`src/rtl/uart_pkg.sv`:
```
// Shared definitions for the UART transmit scheduler: state encoding and
// default timing constants of the attached UART_TX.
package uart_pkg;

    typedef enum logic [2:0] {
        IDLE      = 3'd0,
        LAUNCH    = 3'd1,
        WAIT_DONE = 3'd2,
        GAP       = 3'd3
    } sched_state_t;

    localparam int CLKS_PER_BIT       = 217;
    localparam int TIMEOUT_CYCLES_DEF = 4096;

endpackage

```
`src/rtl/rr_arbiter.sv`:
```
// Combinational round-robin pick: first asserted request searching upward
// (modulo N_REQ) from the slot after the last winner.
module rr_arbiter #(
    parameter int N_REQ = 4,
    parameter int ID_W  = 2
) (
    input  logic [N_REQ-1:0] req,
    input  logic [ID_W-1:0]  ptr,
    output logic [N_REQ-1:0] gnt,
    output logic [ID_W-1:0]  gnt_id,
    output logic             any_valid
);

    logic            found_s;
    logic [ID_W-1:0] idx_s;

    // Rotating priority search starting one past the pointer
    always_comb begin
        gnt       = '0;
        gnt_id    = '0;
        any_valid = |req;
        found_s   = 1'b0;
        idx_s     = '0;
        for (int i = 1; i <= N_REQ; i++) begin
            idx_s = ID_W'((int'(ptr) + i) % N_REQ);
            if (!found_s && req[idx_s]) begin
                found_s    = 1'b1;
                gnt[idx_s] = 1'b1;
                gnt_id     = idx_s;
            end else begin
                found_s = found_s;
            end
        end
    end

endmodule

```
`src/rtl/uart_tx_sched.sv`:
```
// Round-robin scheduler sharing one UART_TX between N_REQ byte requesters,
// with frame-completion wait, inter-frame gap and a completion watchdog.
module uart_tx_sched
    import uart_pkg::*;
#(
    parameter int N_REQ          = 4,
    parameter int ID_W           = 2,
    parameter int GAP_CYCLES     = 0,
    parameter int TIMEOUT_CYCLES = TIMEOUT_CYCLES_DEF
) (
    input  logic                 i_Clock,
    input  logic                 i_Rst_n,
    input  logic                 i_Enable,
    input  logic [N_REQ-1:0]     i_Req_Valid,
    input  logic [8*N_REQ-1:0]   i_Req_Byte,
    output logic [N_REQ-1:0]     o_Req_Ready,
    output logic                 o_TX_DV,
    output logic [7:0]           o_TX_Byte,
    input  logic                 i_TX_Active,
    input  logic                 i_TX_Done,
    output logic                 o_Busy,
    output logic                 o_Sent,
    output logic [ID_W-1:0]      o_Sent_Id,
    output logic                 o_Timeout
);

    localparam int CNT_W = $clog2(TIMEOUT_CYCLES + 1);
    localparam logic [CNT_W-1:0] CNT_TOP = CNT_W'(TIMEOUT_CYCLES - 1);
    localparam logic [7:0]       GAP_TOP = 8'(GAP_CYCLES);

    sched_state_t     state_r;
    logic [ID_W-1:0]  ptr_r;
    logic [7:0]       tx_byte_r;
    logic [ID_W-1:0]  sent_id_r;
    logic             dv_r;
    logic             sent_r;
    logic             timeout_r;
    logic             busy_r;
    logic [CNT_W-1:0] cnt_r;
    logic [7:0]       gap_r;

    logic [N_REQ-1:0] gnt_s;
    logic [ID_W-1:0]  gnt_id_s;
    logic             any_valid_s;
    logic             grant_s;
    logic [7:0]       sel_byte_s;
    logic [CNT_W-1:0] cnt_inc_s;

    rr_arbiter #(
        .N_REQ (N_REQ),
        .ID_W  (ID_W)
    ) u_arb (
        .req       (i_Req_Valid),
        .ptr       (ptr_r),
        .gnt       (gnt_s),
        .gnt_id    (gnt_id_s),
        .any_valid (any_valid_s)
    );

    // Done must have cleared too: UART_TX holds it for two cycles after the
    // stop bit, so its low level proves the transmitter is back in its idle.
    assign grant_s    = i_Rst_n && (state_r == IDLE) && i_Enable && any_valid_s
                        && !i_TX_Active && !i_TX_Done;
    assign sel_byte_s = i_Req_Byte[{gnt_id_s, 3'b000} +: 8];
    assign cnt_inc_s  = cnt_r + CNT_W'(1);

    // Ready is the only combinational output: the accept happens in the grant cycle
    always_comb begin
        if (grant_s) begin
            o_Req_Ready = gnt_s;
        end else begin
            o_Req_Ready = '0;
        end
    end

    // Scheduler FSM with registered launch/status outputs
    always_ff @(posedge i_Clock or negedge i_Rst_n) begin
        if (!i_Rst_n) begin
            state_r   <= IDLE;
            ptr_r     <= ID_W'(N_REQ - 1);
            tx_byte_r <= 8'd0;
            sent_id_r <= '0;
            dv_r      <= 1'b0;
            sent_r    <= 1'b0;
            timeout_r <= 1'b0;
            busy_r    <= 1'b0;
            cnt_r     <= '0;
            gap_r     <= 8'd0;
        end else begin
            dv_r      <= 1'b0;
            sent_r    <= 1'b0;
            timeout_r <= 1'b0;
            case (state_r)
                IDLE: begin
                    if (grant_s) begin
                        tx_byte_r <= sel_byte_s;
                        sent_id_r <= gnt_id_s;
                        ptr_r     <= gnt_id_s;
                        dv_r      <= 1'b1;
                        busy_r    <= 1'b1;
                        state_r   <= LAUNCH;
                    end else begin
                        busy_r    <= 1'b0;
                    end
                end
                LAUNCH: begin
                    cnt_r   <= '0;
                    state_r <= WAIT_DONE;
                end
                WAIT_DONE: begin
                    cnt_r <= cnt_inc_s;
                    // Done is tested first so a simultaneous watchdog expiry is ignored
                    if (i_TX_Done) begin
                        sent_r  <= 1'b1;
                        gap_r   <= 8'd0;
                        state_r <= GAP;
                    end else if (cnt_inc_s == CNT_TOP) begin
                        timeout_r <= 1'b1;
                        gap_r     <= 8'd0;
                        state_r   <= GAP;
                    end else begin
                        state_r <= WAIT_DONE;
                    end
                end
                GAP: begin
                    if (gap_r == GAP_TOP) begin
                        busy_r  <= 1'b0;
                        state_r <= IDLE;
                    end else begin
                        gap_r   <= gap_r + 8'd1;
                    end
                end
                default: begin
                    busy_r  <= 1'b0;
                    state_r <= IDLE;
                end
            endcase
        end
    end

    assign o_TX_DV   = dv_r;
    assign o_TX_Byte = tx_byte_r;
    assign o_Busy    = busy_r;
    assign o_Sent    = sent_r;
    assign o_Sent_Id = sent_id_r;
    assign o_Timeout = timeout_r;

endmodule

```
`config.mk`:
```
export PLATFORM = sky130hd
export DESIGN_NAME = uart_tx_sched
export DESIGN_NICKNAME = d
export VERILOG_FILES = /design/src/rtl/uart_pkg.sv /design/src/rtl/rr_arbiter.sv /design/src/rtl/uart_tx_sched.sv
export SDC_FILE = /design/constraint.sdc
export NUM_CORES = 1
export LEC_CHECK = 0
export CAP_MARGIN = 20
export CORE_MARGIN = 2
export CORE_UTILIZATION = 41
export CTS_CLUSTER_DIAMETER = 150
export DETAILED_ROUTE_END_ITERATION = 8
export PLACE_DENSITY = 0.74
export SLEW_MARGIN = 40
export SYNTH_ARGS = -nofsm -noshare
export SYNTH_HDL_FRONTEND = slang
export SYNTH_SLANG_ARGS = --single-unit
```
`constraint.sdc`:
```
create_clock -name i_Clock -period 4.58 [get_ports i_Clock]
set_input_delay 0.916 -clock i_Clock [delete_from_list [all_inputs] [get_ports i_Clock]]
set_output_delay 0.916 -clock i_Clock [all_outputs]
set_load 0.01 [all_outputs]
```
==> flow_metrics.tcl <==
set metrics [dict create \
    yosysWarningCount 0 \
    drv_slew 0 \
    yosys-top-cells-area "dfrtp_1 (35%), ha_1 (7.1%), mux2i_1 (6.5%)" \
    period_needed_ns 4.34 \
    timing.rr.start "ptr_r[0]" \
    synth_ff_type "dfrtp_1" \
    drive_gt1_frac 0.0899 \
    cts_setup_buffers 0 \
    placed_area_sq_um 3300 \
    yosys.area.top_type "dfrtp_1" \
    clock.fmax_mhz 230 \
    power_density_nw_per_um2 507 \
    rsz0062_at_grt "no" \
    max_cap_violations 0 \
    leakagePower_nw 1.45 \
    crit_start "ptr_r[0]" \
    ctsResizeCount 0 \
    crit_path_end_kind "output pin" \
    crit_fanout 16 \
    clkSinkCount 39 \
    grt_max_degree 40 \
    hold_violations 0 \
    syn-cell-area_sq_um 2640 \
    grt_pass1_wl_microns 10200 \
    path_class "reg -> out" \
    synthAdderAreaFrac 0.0712 \
    vias 2368 \
    cts_tree "yes" \
    fin_nets 400 \
    pre_cts_ws_ns 0.255 \
    finalClockSkew_ns 0.00568 \
    synth_xor_area_frac 0.0133 \
    worstMarginPinSlew_ns 0.622 \
    die-height_microns 84.2 \
    syn_inst 286 \
    synth_top_family_by_area "simple AND/OR/NAND/NOR gates" \
    synthArstFlopShare 1.00 \
    startpoint_type "flop" \
    synthSimpleGateAreaFrac 0.211 \
    fin_area_sq_um 3430 \
    min_path_type "reg -> reg" \
    die-area_sq_um 7090 \
    drc 0 \
    synth_compound_area_frac 0.197 \
    ios 59 \
    crit_required_ns 3.66 \
    hold_slack_ns 0.488 \
    outcome "complete, no violations" \
    syn_avg_cell_area_sq_um 9.22 \
    antenna_found_initial 0 \
    area_delta_synth_final_pct 29.9 \
    overflow 0 \
    synthesis.nets 342 \
    finalPower_mw 1.74 \
    ant_nets 0 \
    vdd_drop_max_mv 0.344 \
    path_clk_slew_ns 0.08 \
    min_from "o_TX_Byte[2]" \
    post-route-period-util 0.948 \
    wl_met3_microns 345 \
    avgViaCountPerCell 5.61 \
    max_slew_margin 0.584 \
    antenna_cells 0 \
    wl_met2_microns 2970 \
    cts.htree.levels 2 \
    grt_pass1_vias 2163 \
    synth.distinct_cells 56 \
    finalWorstSetupSlack_ns 0.237 \
    routed_wl_microns 6160 \
    synth-seq-cells 39 \
    io_buffers 58 \
    place_congestion 0.848 \
    wl_met1_microns 2820 \
    setup_tns_ns 0 \
    core_area_sq_um 6280 \
    post_drt_wl_per_cell_microns 14.6 \
    die_w_microns 84.2 \
    ys_seq_area_frac 0.371 \
    drt_iter0_markers 120 \
    synthMuxAreaShare 0.0944 \
    grt_util_all_layers 0.171 \
    drtPass1Iterations 4 \
    cts-root-buf "clkbuf_8" \
    synth_edf_count 0 \
    start_util 0.420 \
    top_layer "met4" \
    hpwlAfterDp_microns 4710 \
    cts_buffer_depth 2 \
    rows 29 \
    cts_hold_buf 0 \
    finalSetupViolations 0 \
    critPathArrivalTime_ns 3.43 \
    synth_top_area_frac 0.351 \
    cts_buffers 5 \
    clkLatencyLatePin_ns 0.28 \
]
## logic make-up (layout without fill, tap and decap cells)
kind of cell | after synthesis | count (layout)
simple gates | 108 | 108
compound gates | 74 | 74
flops | 39 | 39
buf+inv | 25 | 84
mux | 21 | 21
fa+ha+maj | 15 | 15
xor+xnor | 4 | 4
## state kept, by name, summed over array words and instances (netlist names)
name and cells:
cnt_r 13, gap_r 8, o_Busy 1, o_Sent 1, o_Sent_Id 2, o_TX_Byte 8
o_TX_DV 1, o_Timeout 1, ptr_r 2, state_r 2
## metal layers
| layer | vias to the layer above | track usage |
|---|---|---|
| li1 | 1172 | - |
| met1 | 1133 | 0.241 |
| met2 | 61 | 0.281 |
| met5 | - | 0 |
| met3 | 2 | 0.0383 |
| met4 | 0 | 0.0191 |
## cells in the mapped netlist (all sizes together), types with 2 or more instances
master,n
mux2i,17
nand2,41
a22oi,4
a21boi,8
and2,2
nor4,2
or2,2
and3b,2
o31ai,10
o21ai,20
inv,14
a21oi,6
buf,6
nor3b,2
a31oi,2
dfstp,2
nand3,11
or3,4
a221oi,4
a21o,2
dfrtp,37
nand2b,4
xnor2,3
o221ai,10
nor2b,3
mux4,3
ha,15
nand4,6
or4,4
nor2,17
clkbuf,5
nor3,3
## layout by cell type (no fill, tap or decap), drive strengths merged, types with 10 or more instances in the layout
master         Yosys  final
nand3             11     11
mux2i             17     17
o21ai             20     20
nand2             41     41
ha                15     15
o31ai             10     10
clkdlybuf4s50      0     57
nor2              17     17
dfrtp             37     37
o221ai            10     10
inv               14     15
## cell type report
type / instances / area [sq um]
fillers: 558 / 2850
multi-input cells: 222 / 1570
flip-flops and latches: 39 / 978
repair buffers: 62 / 606
well taps: 77 / 96.3
clock buffers: 6 / 82.6
inverters: 14 / 52.6
clock inverters: 2 / 38.8
## stage by stage
stage | cells | util
5_1_grt | 422 | 0.546
4_1_cts | 422 | 0.546
2_1_floorplan | 286 | -
3_5_place_dp | 414 | 0.526
3_3_place_gp | 414 | 0.526
6_report | 422 | 0.546
## worst max-delay path, cell delays in order, from the launching register on
cell and delay [ns]:
dfstp_2 0.71, inv_1 0.23, ha_1 0.45, mux4_2 0.51, nor2b_1 0.21, a22oi_1 0.19, nor2_1 0.06, a221oi_1 0.23
nor2_1 0.07, clkdlybuf4s50_1 0.48
## worst paths after layout
kind,depth (start not counted),slack (ns),to
max reg2reg,8,1.37,o_TX_Byte[7]
max,9,0.24,o_Req_Ready[0]
min,2,0.49,o_TX_Byte[2]
min in group asynchronous,2,0.70,cnt_r[9]
min reg2reg,2,0.49,o_TX_Byte[2]
max in group asynchronous,2,3.53,ptr_r[1]
## report_power, final
group          leakage (nW)  internal [mW]  switching [mW]
combinational         0.872          0.443           0.493
clock                0.0618          0.179           0.120
sequential            0.517          0.424          0.0794
(Power assumes the default switching activity.)
